==> src/rtl/simplez_mem_arbiter_if.sv <==
// Bus bundle between the Simplez CPU, the program loader and the shared 512 x 12 memory.
// The slave modport is the arbiter's view and the master modport is the requester/memory side.
interface simplez_mem_arbiter_if #(
  parameter int ADDRW = 9,
  parameter int DATAW = 12
);
  // Port 0: CPU datapath
  logic             req0;
  logic             we0;
  logic [ADDRW-1:0] addr0;
  logic [DATAW-1:0] wdata0;
  logic             gnt0;
  logic             rvalid0;
  logic [DATAW-1:0] rdata0;

  // Port 1: program loader / debug
  logic             req1;
  logic             we1;
  logic [ADDRW-1:0] addr1;
  logic [DATAW-1:0] wdata1;
  logic             gnt1;
  logic             rvalid1;
  logic [DATAW-1:0] rdata1;
  logic             lock1;

  // Memory side and status
  logic [ADDRW-1:0] mem_addr;
  logic             mem_we;
  logic [DATAW-1:0] mem_wdata;
  logic [DATAW-1:0] mem_rdata;
  logic [7:0]       stall_cnt;

  // Handshake: a requester holds req/we/addr/wdata stable until it sees gnt in the
  // same cycle; dropping req before a grant cancels the access. A granted read
  // returns data with a one-cycle rvalid strobe in the following cycle.
  modport slave (
    input  req0, we0, addr0, wdata0,
    output gnt0, rvalid0, rdata0,
    input  req1, we1, addr1, wdata1, lock1,
    output gnt1, rvalid1, rdata1,
    output mem_addr, mem_we, mem_wdata,
    input  mem_rdata,
    output stall_cnt
  );

  modport master (
    output req0, we0, addr0, wdata0,
    input  gnt0, rvalid0, rdata0,
    output req1, we1, addr1, wdata1, lock1,
    input  gnt1, rvalid1, rdata1,
    input  mem_addr, mem_we, mem_wdata,
    output mem_rdata,
    input  stall_cnt
  );
endinterface

==> src/rtl/simplez_mem_arbiter.sv <==
// Round-robin arbiter sharing the Simplez main memory between the CPU (port 0) and the loader (port 1).
// Optional loader burst lock enabled by defining SIMPLEZ_ARB_LOCK_EN; registers update on the falling edge.
module simplez_mem_arbiter #(
  parameter int ADDRW    = 9,
  parameter int DATAW    = 12,
  parameter int MAX_LOCK = 16
) (
  input  logic                  clk,
  input  logic                  rst,
  simplez_mem_arbiter_if.slave  bus
);

  logic             last;
  logic             gnt0_c;
  logic             gnt1_c;
  logic             rvalid0_q;
  logic             rvalid1_q;
  logic [7:0]       stall_q;
  logic [ADDRW-1:0] addr_sel;
  logic [DATAW-1:0] wdata_sel;
  logic             we_sel;

`ifdef SIMPLEZ_ARB_LOCK_EN
  localparam logic [7:0] MAX_LOCK_C = 8'(MAX_LOCK);

  logic [7:0] lock_cnt;
  logic       lock_hold;

  // The loader keeps the memory while locked unless the CPU has waited out the burst limit.
  assign lock_hold = bus.lock1 & bus.req1 & last &
                     ~(bus.req0 & (lock_cnt >= MAX_LOCK_C));
`else
  logic [8:0] unused_cfg;
  assign unused_cfg = {bus.lock1, 8'(MAX_LOCK)};
`endif

  always_comb begin
    gnt0_c = 1'b0;
    gnt1_c = 1'b0;
    if (!rst) begin
      if (bus.req0 && bus.req1) begin
`ifdef SIMPLEZ_ARB_LOCK_EN
        if (lock_hold) begin
          gnt1_c = 1'b1;
        end else if (last) begin
          gnt0_c = 1'b1;
        end else begin
          gnt1_c = 1'b1;
        end
`else
        if (last) begin
          gnt0_c = 1'b1;
        end else begin
          gnt1_c = 1'b1;
        end
`endif
      end else begin
        gnt0_c = bus.req0;
        gnt1_c = bus.req1;
      end
    end
  end

  // An idle cycle drives a quiet bus (all zeros) rather than the last address.
  always_comb begin
    addr_sel  = '0;
    wdata_sel = '0;
    we_sel    = 1'b0;
    if (gnt0_c) begin
      addr_sel  = bus.addr0;
      wdata_sel = bus.wdata0;
      we_sel    = bus.we0;
    end else if (gnt1_c) begin
      addr_sel  = bus.addr1;
      wdata_sel = bus.wdata1;
      we_sel    = bus.we1;
    end
  end

  assign bus.gnt0      = gnt0_c;
  assign bus.gnt1      = gnt1_c;
  assign bus.mem_addr  = addr_sel;
  assign bus.mem_wdata = wdata_sel;
  assign bus.mem_we    = we_sel;
  assign bus.rvalid0   = rvalid0_q;
  assign bus.rvalid1   = rvalid1_q;
  assign bus.rdata0    = bus.mem_rdata;
  assign bus.rdata1    = bus.mem_rdata;
  assign bus.stall_cnt = stall_q;

  always_ff @(negedge clk) begin
    if (rst) begin
      last      <= 1'b1;
      rvalid0_q <= 1'b0;
      rvalid1_q <= 1'b0;
      stall_q   <= 8'd0;
`ifdef SIMPLEZ_ARB_LOCK_EN
      lock_cnt  <= 8'd0;
`endif
    end else begin
      if (gnt0_c || gnt1_c) begin
        last <= gnt1_c;
      end
      rvalid0_q <= gnt0_c & ~bus.we0;
      rvalid1_q <= gnt1_c & ~bus.we1;
      if (bus.req0 && !gnt0_c && stall_q != 8'hFF) begin
        stall_q <= stall_q + 8'd1;
      end
`ifdef SIMPLEZ_ARB_LOCK_EN
      // Counts consecutive loader grants under lock; held at the limit until the CPU gets its slot.
      if (!bus.lock1 || gnt0_c) begin
        lock_cnt <= 8'd0;
      end else if (gnt1_c && lock_cnt != MAX_LOCK_C) begin
        lock_cnt <= lock_cnt + 8'd1;
      end
`endif
    end
  end

endmodule

==> src/flat_wrapper.sv <==
// flat-port wrapper written by rule: the top's interface ports become plain ports
module simplez_mem_arbiter_flat 
#(
  parameter int ADDRW    = 9,
  parameter int DATAW    = 12,
  parameter int MAX_LOCK = 16
)
  (clk, rst, bus_req0, bus_we0, bus_addr0, bus_wdata0, bus_gnt0, bus_rvalid0, bus_rdata0, bus_req1, bus_we1, bus_addr1, bus_wdata1, bus_lock1, bus_gnt1, bus_rvalid1, bus_rdata1, bus_mem_addr, bus_mem_we, bus_mem_wdata, bus_mem_rdata, bus_stall_cnt);
  simplez_mem_arbiter_if #(.ADDRW(ADDRW), .DATAW(DATAW)) bus_i ();
  input  logic clk;
  input  logic rst;
  input wire logic [$bits(bus_i.req0)-1:0] bus_req0;
  input wire logic [$bits(bus_i.we0)-1:0] bus_we0;
  input wire logic [$bits(bus_i.addr0)-1:0] bus_addr0;
  input wire logic [$bits(bus_i.wdata0)-1:0] bus_wdata0;
  output wire logic [$bits(bus_i.gnt0)-1:0] bus_gnt0;
  output wire logic [$bits(bus_i.rvalid0)-1:0] bus_rvalid0;
  output wire logic [$bits(bus_i.rdata0)-1:0] bus_rdata0;
  input wire logic [$bits(bus_i.req1)-1:0] bus_req1;
  input wire logic [$bits(bus_i.we1)-1:0] bus_we1;
  input wire logic [$bits(bus_i.addr1)-1:0] bus_addr1;
  input wire logic [$bits(bus_i.wdata1)-1:0] bus_wdata1;
  input wire logic [$bits(bus_i.lock1)-1:0] bus_lock1;
  output wire logic [$bits(bus_i.gnt1)-1:0] bus_gnt1;
  output wire logic [$bits(bus_i.rvalid1)-1:0] bus_rvalid1;
  output wire logic [$bits(bus_i.rdata1)-1:0] bus_rdata1;
  output wire logic [$bits(bus_i.mem_addr)-1:0] bus_mem_addr;
  output wire logic [$bits(bus_i.mem_we)-1:0] bus_mem_we;
  output wire logic [$bits(bus_i.mem_wdata)-1:0] bus_mem_wdata;
  input wire logic [$bits(bus_i.mem_rdata)-1:0] bus_mem_rdata;
  output wire logic [$bits(bus_i.stall_cnt)-1:0] bus_stall_cnt;
  assign bus_i.req0 = bus_req0;
  assign bus_i.we0 = bus_we0;
  assign bus_i.addr0 = bus_addr0;
  assign bus_i.wdata0 = bus_wdata0;
  assign bus_gnt0 = bus_i.gnt0;
  assign bus_rvalid0 = bus_i.rvalid0;
  assign bus_rdata0 = bus_i.rdata0;
  assign bus_i.req1 = bus_req1;
  assign bus_i.we1 = bus_we1;
  assign bus_i.addr1 = bus_addr1;
  assign bus_i.wdata1 = bus_wdata1;
  assign bus_i.lock1 = bus_lock1;
  assign bus_gnt1 = bus_i.gnt1;
  assign bus_rvalid1 = bus_i.rvalid1;
  assign bus_rdata1 = bus_i.rdata1;
  assign bus_mem_addr = bus_i.mem_addr;
  assign bus_mem_we = bus_i.mem_we;
  assign bus_mem_wdata = bus_i.mem_wdata;
  assign bus_i.mem_rdata = bus_mem_rdata;
  assign bus_stall_cnt = bus_i.stall_cnt;
  simplez_mem_arbiter #(.ADDRW(ADDRW), .DATAW(DATAW), .MAX_LOCK(MAX_LOCK)) u_core (.clk(clk), .rst(rst), .bus(bus_i));
endmodule
==> config.mk <==
export PLATFORM = sky130hd
export DESIGN_NAME = simplez_mem_arbiter_flat
export DESIGN_NICKNAME = d
export VERILOG_FILES = /design/src/rtl/simplez_mem_arbiter_if.sv /design/src/rtl/simplez_mem_arbiter.sv /design/src/flat_wrapper.sv
export SDC_FILE = /design/constraint.sdc
export NUM_CORES = 1
export LEC_CHECK = 0
export BUFFER_PORTS_ARGS = -buffer_cell sky130_fd_sc_hd__buf_2
export CAP_MARGIN = 20
export CORE_ASPECT_RATIO = 0.9
export CORE_MARGIN = 3
export CORE_UTILIZATION = 32
export DETAILED_ROUTE_END_ITERATION = 10
export GPL_ROUTABILITY_DRIVEN = 0
export PLACE_DENSITY = 0.81
export SYNTH_ARGS = -nofsm -noshare
export SYNTH_HDL_FRONTEND = slang
export SYNTH_SLANG_ARGS = --single-unit
==> constraint.sdc <==
create_clock -name clk -period 2.05 [get_ports clk]
set_input_delay 0.205 -clock clk [delete_from_list [all_inputs] [get_ports clk]]
set_output_delay 0.205 -clock clk [all_outputs]
set_load 0.01 [all_outputs]
# Word level (Yosys, flattened, before mapping)
# Cells that the tools add are included.
# word_totals
register_bits,11
inputBits,61
output_inout_bits,58
# classes
eq_ne,1
add_sub_neg,1
bitwise_logic,4
reduce_logical,5
muxes,12
# op_table
op,n
12-bit two-way mux,2
9-bit two-way mux,2
"8-bit by 1-bit adder with 8-bit output, second input constant",1
1-bit two-way mux,8
"8-bit != test, second input constant",1
1-bit logical AND,3
1-bit AND,2
1-bit inverter,2
1-bit logical NOT,1
1-bit logical OR,1

# Longest topological paths before layout
# logic_depth
depth_word,6
ltp_mapped,5
depth_no_buf,4

==> results.py <==
metrics = {
    "sta": {
        "fin_hold_ws_ns": 0.410,
        "hold_viol": 0,
        "worst_slew_pin_slew_ns": 0.301,
        "clock_skew_ns": 0.0119,
        "report.final.slew_viol_count": 0,
        "rsz0062_at_grt": "yes",
        "timing.final.ws_setup_ns": -0.552,
        "setup_viol": 28,
        "slew_headroom": 0.799,
    },
    "floorplan": {
        "fp.dieArea_mm2": 0.00355,
        "core.rowCount": 17,
        "start_util": 0.354,
        "core_mm2": 0.00259,
        "ioPinCount": 119,
        "die_x_um": 62.5,
        "die_h_um": 56.8,
    },
    "yosys": {
        "yosysWarnings": 0,
        "yosys-top-cells-count": "buf_4, a22o_1, dfxtp_1",
        "ys_ff_latch": 11,
        "ys_types": 30,
        "synth_edf_count": 0,
        "synth_nets": 169,
        "syn_inst": 107,
        "synthFlopType": "dfxtp_1",
        "synthArstFlopShare": 0,
        "synth_top_area_share": 0.240,
        "postSynthAreaPerCell_um2": 8.58,
        "synth_most_common_cell": "buf_4",
        "synth_area_leaders": "dfxtp_1, a22o_1, buf_4",
        "yosysSeqAreaShare": 0.240,
        "synth.largest_area_cell": "dfxtp_1",
        "synthesis.area_um2": 918,
    },
    "power": {
        "power_density_mw_per_mm2": 423,
        "p_leak_nw": 0.868,
        "total_power_w": 0.000667,
        "ir_drop_v": 0.000246,
    },
    "clock_network": {
        "clock-sinks": 11,
        "clk_latency_ns": 0.33,
        "clockBufferDepth": 2,
        "root_buffer": "clkbuf_4",
        "cts_made_buffers": 3,
        "cts.reportedPaths.clkPinSlew_ns": 0.03,
        "cts_max_level": 1,
        "tritoncts": "done",
        "cts_hold_buf": 0,
    },
    "worst_setup_path": {
        "start_kind": "flop",
        "crit_fanout": 23,
        "ff2ff_setup_slack_ns": 0.39,
        "crit_required_ns": 1.85,
        "rr_startpoint": "u_core.bus.stall_cnt[1]",
        "crit_path_max_incr_delay_ns": 0.37,
        "r2r_end": "u_core.bus.stall_cnt[6]",
        "worstSetupEndpointType": "primary output",
        "crit_chain": "nor2b_4, nor3_4, buf_12, a22o_1, buf_2",
        "crit_type": "flop to primary output",
        "crit_slowest_cell": "dfxtp_4",
        "crit_arrival_ns": 2.40,
        "reg2reg_depth": 5,
    },
    "route": {
        "drtPass1Iterations": 5,
        "routed_via_density": 5.00,
        "wl_per_cell_um": 15.5,
        "ant_nets": 0,
        "drt-initial-drc-count": 82,
        "drc": 0,
        "num_vias": 1161,
        "drt-total-wl_mm": 3.59,
    },
    "flow_run": {
        "maxCapViolCount": 0,
    },
    "grt": {
        "grt_max_degree": 24,
        "grt_antenna_before_repair": 0,
        "grtUsageTotal": 0.188,
        "overflow": 0,
        "grt_pass1_vias": 1152,
        "grt_pass1_wl_mm": 5.36,
    },
    "cells_and_area": {
        "layout.cells.non_filler": 232,
        "finalNetCount": 257,
        "post-route-util": 0.608,
        "fillers": 231,
        "area_delta_synth_final_pct": 71.9,
        "drive_gt1_frac": 0.665,
        "seq_area_um2": 244,
        "diodes": 0,
        "multiInputGateArea_um2": 576,
    },
    "min_path": {
        "min_from": "bus_mem_rdata[3]",
        "holdPathStages": 0,
        "holdPathEnd": "bus_rdata0[3]",
        "hold_class": "input pin to primary output",
    },
    "placed_design": {
        "dp_cells": 206,
        "dp_hpwl_mm": 2.33,
        "portBuffers": 81,
    },
    "run_status": {
        "status": "finished, violations left",
        "violations": "setup timing",
    },
}
==> worst max-delay path by stage <==
| stage | start | endpoint |
|---|---|---|
| 2_1_floorplan | u_core.last | bus_mem_wdata[10] |
| 3_3_place_gp | bus_req1 | u_core.bus.stall_cnt[6] |
| 3_5_place_dp | bus_req1 | u_core.bus.stall_cnt[6] |
| 4_1_cts | u_core.last | bus_mem_addr[1] |
| 5_1_grt | u_core.last | bus_mem_addr[1] |
| 6_report | u_core.last | bus_mem_addr[1] |
==> layout by cell type, fill, tap and decap left out, types with 2 or more instances in the layout <==
| cell | instances |
|---|---|
| buf_2 | 73 |
| a22o_1 | 22 |
| inv_1 | 16 |
| buf_4 | 16 |
| buf_6 | 11 |
| dfxtp_4 | 5 |
| nand2_1 | 4 |
| dfxtp_2 | 4 |
| nor2_1 | 3 |
| a31oi_1 | 3 |
| and3_4 | 3 |
| clkbuf_4 | 3 |
| o21ai_2 | 2 |
| o21ai_0 | 2 |
| nor2b_1 | 2 |
| dfxtp_1 | 2 |
==> worst max-delay path: cells and delay by family (launching register included) <==
kind            cells  cell delay (ns)
buf+inv             2             0.32
compound gates      1             0.15
flops               1             0.37
simple gates        2             0.20
==> through the flow <==
stage	worst slack, ns	area, µm²	setup TNS, ns
2_1_floorplan	-0.235	950	-5.08
3_3_place_gp	-0.316	1260	-7.47
3_5_place_dp	-0.362	1260	-7.95
4_1_cts	-0.529	1420	-12.25
5_1_grt	-0.622	1580	-14.71
6_report	-0.552	1580	-12.81
==> area by class of cell <==
| class | count | share of cell area |
|---|---|---|
| Inverter | 4 | 0.00951 |
| Multi-Input combinational cell | 63 | 0.365 |
| Sequential cell | 11 | 0.155 |
| Clock buffer | 3 | 0.0143 |
| Clock inverter | 12 | 0.0285 |
| Tap cell | 38 | 0.0301 |
| Timing Repair Buffer | 101 | 0.399 |
==> what timing repair did <==
| item | CTS | global route |
|---|---|---|
| endpoints found under the hold margin | 0 | 0 |
| pin swaps | 5 | 11 |
| endpoints found under the setup margin | 34 | 38 |
| gates cloned | 2 | 0 |
| setup buffers | 3 | 8 |
| resized for setup | 21 | 21 |
==> kinds of logic after synthesis <==
kind of cell,synth area share
compound gates,0.350
fa+ha+maj,0.0136
buf+inv,0.248
flops,0.240
mux,0.0232
simple gates,0.125
==> where the power goes <==
part | internal [W] | switching, W
Sequential | 0.000217 | 0.00000560
Clock | 0.0000985 | 0.000128
Combinational | 0.000118 | 0.000100
==> metal layers <==
metal  wire, µm  track usage  vias to the layer above
met3        287       0.0580                        7
met1       1260        0.185                      537
met5          0            0                        -
met2       1990        0.365                       56
li1           -            -                      561
met4         41       0.0692                        0
==> registers in the layout (all words and copies together), names as in the netlist <==
signal,count
u_core.bus.rvalid1,1
u_core.bus.rvalid0,1
u_core.bus.stall_cnt,8
u_core.last,1
No activity file was read; power rests on OpenSTA's default activity.
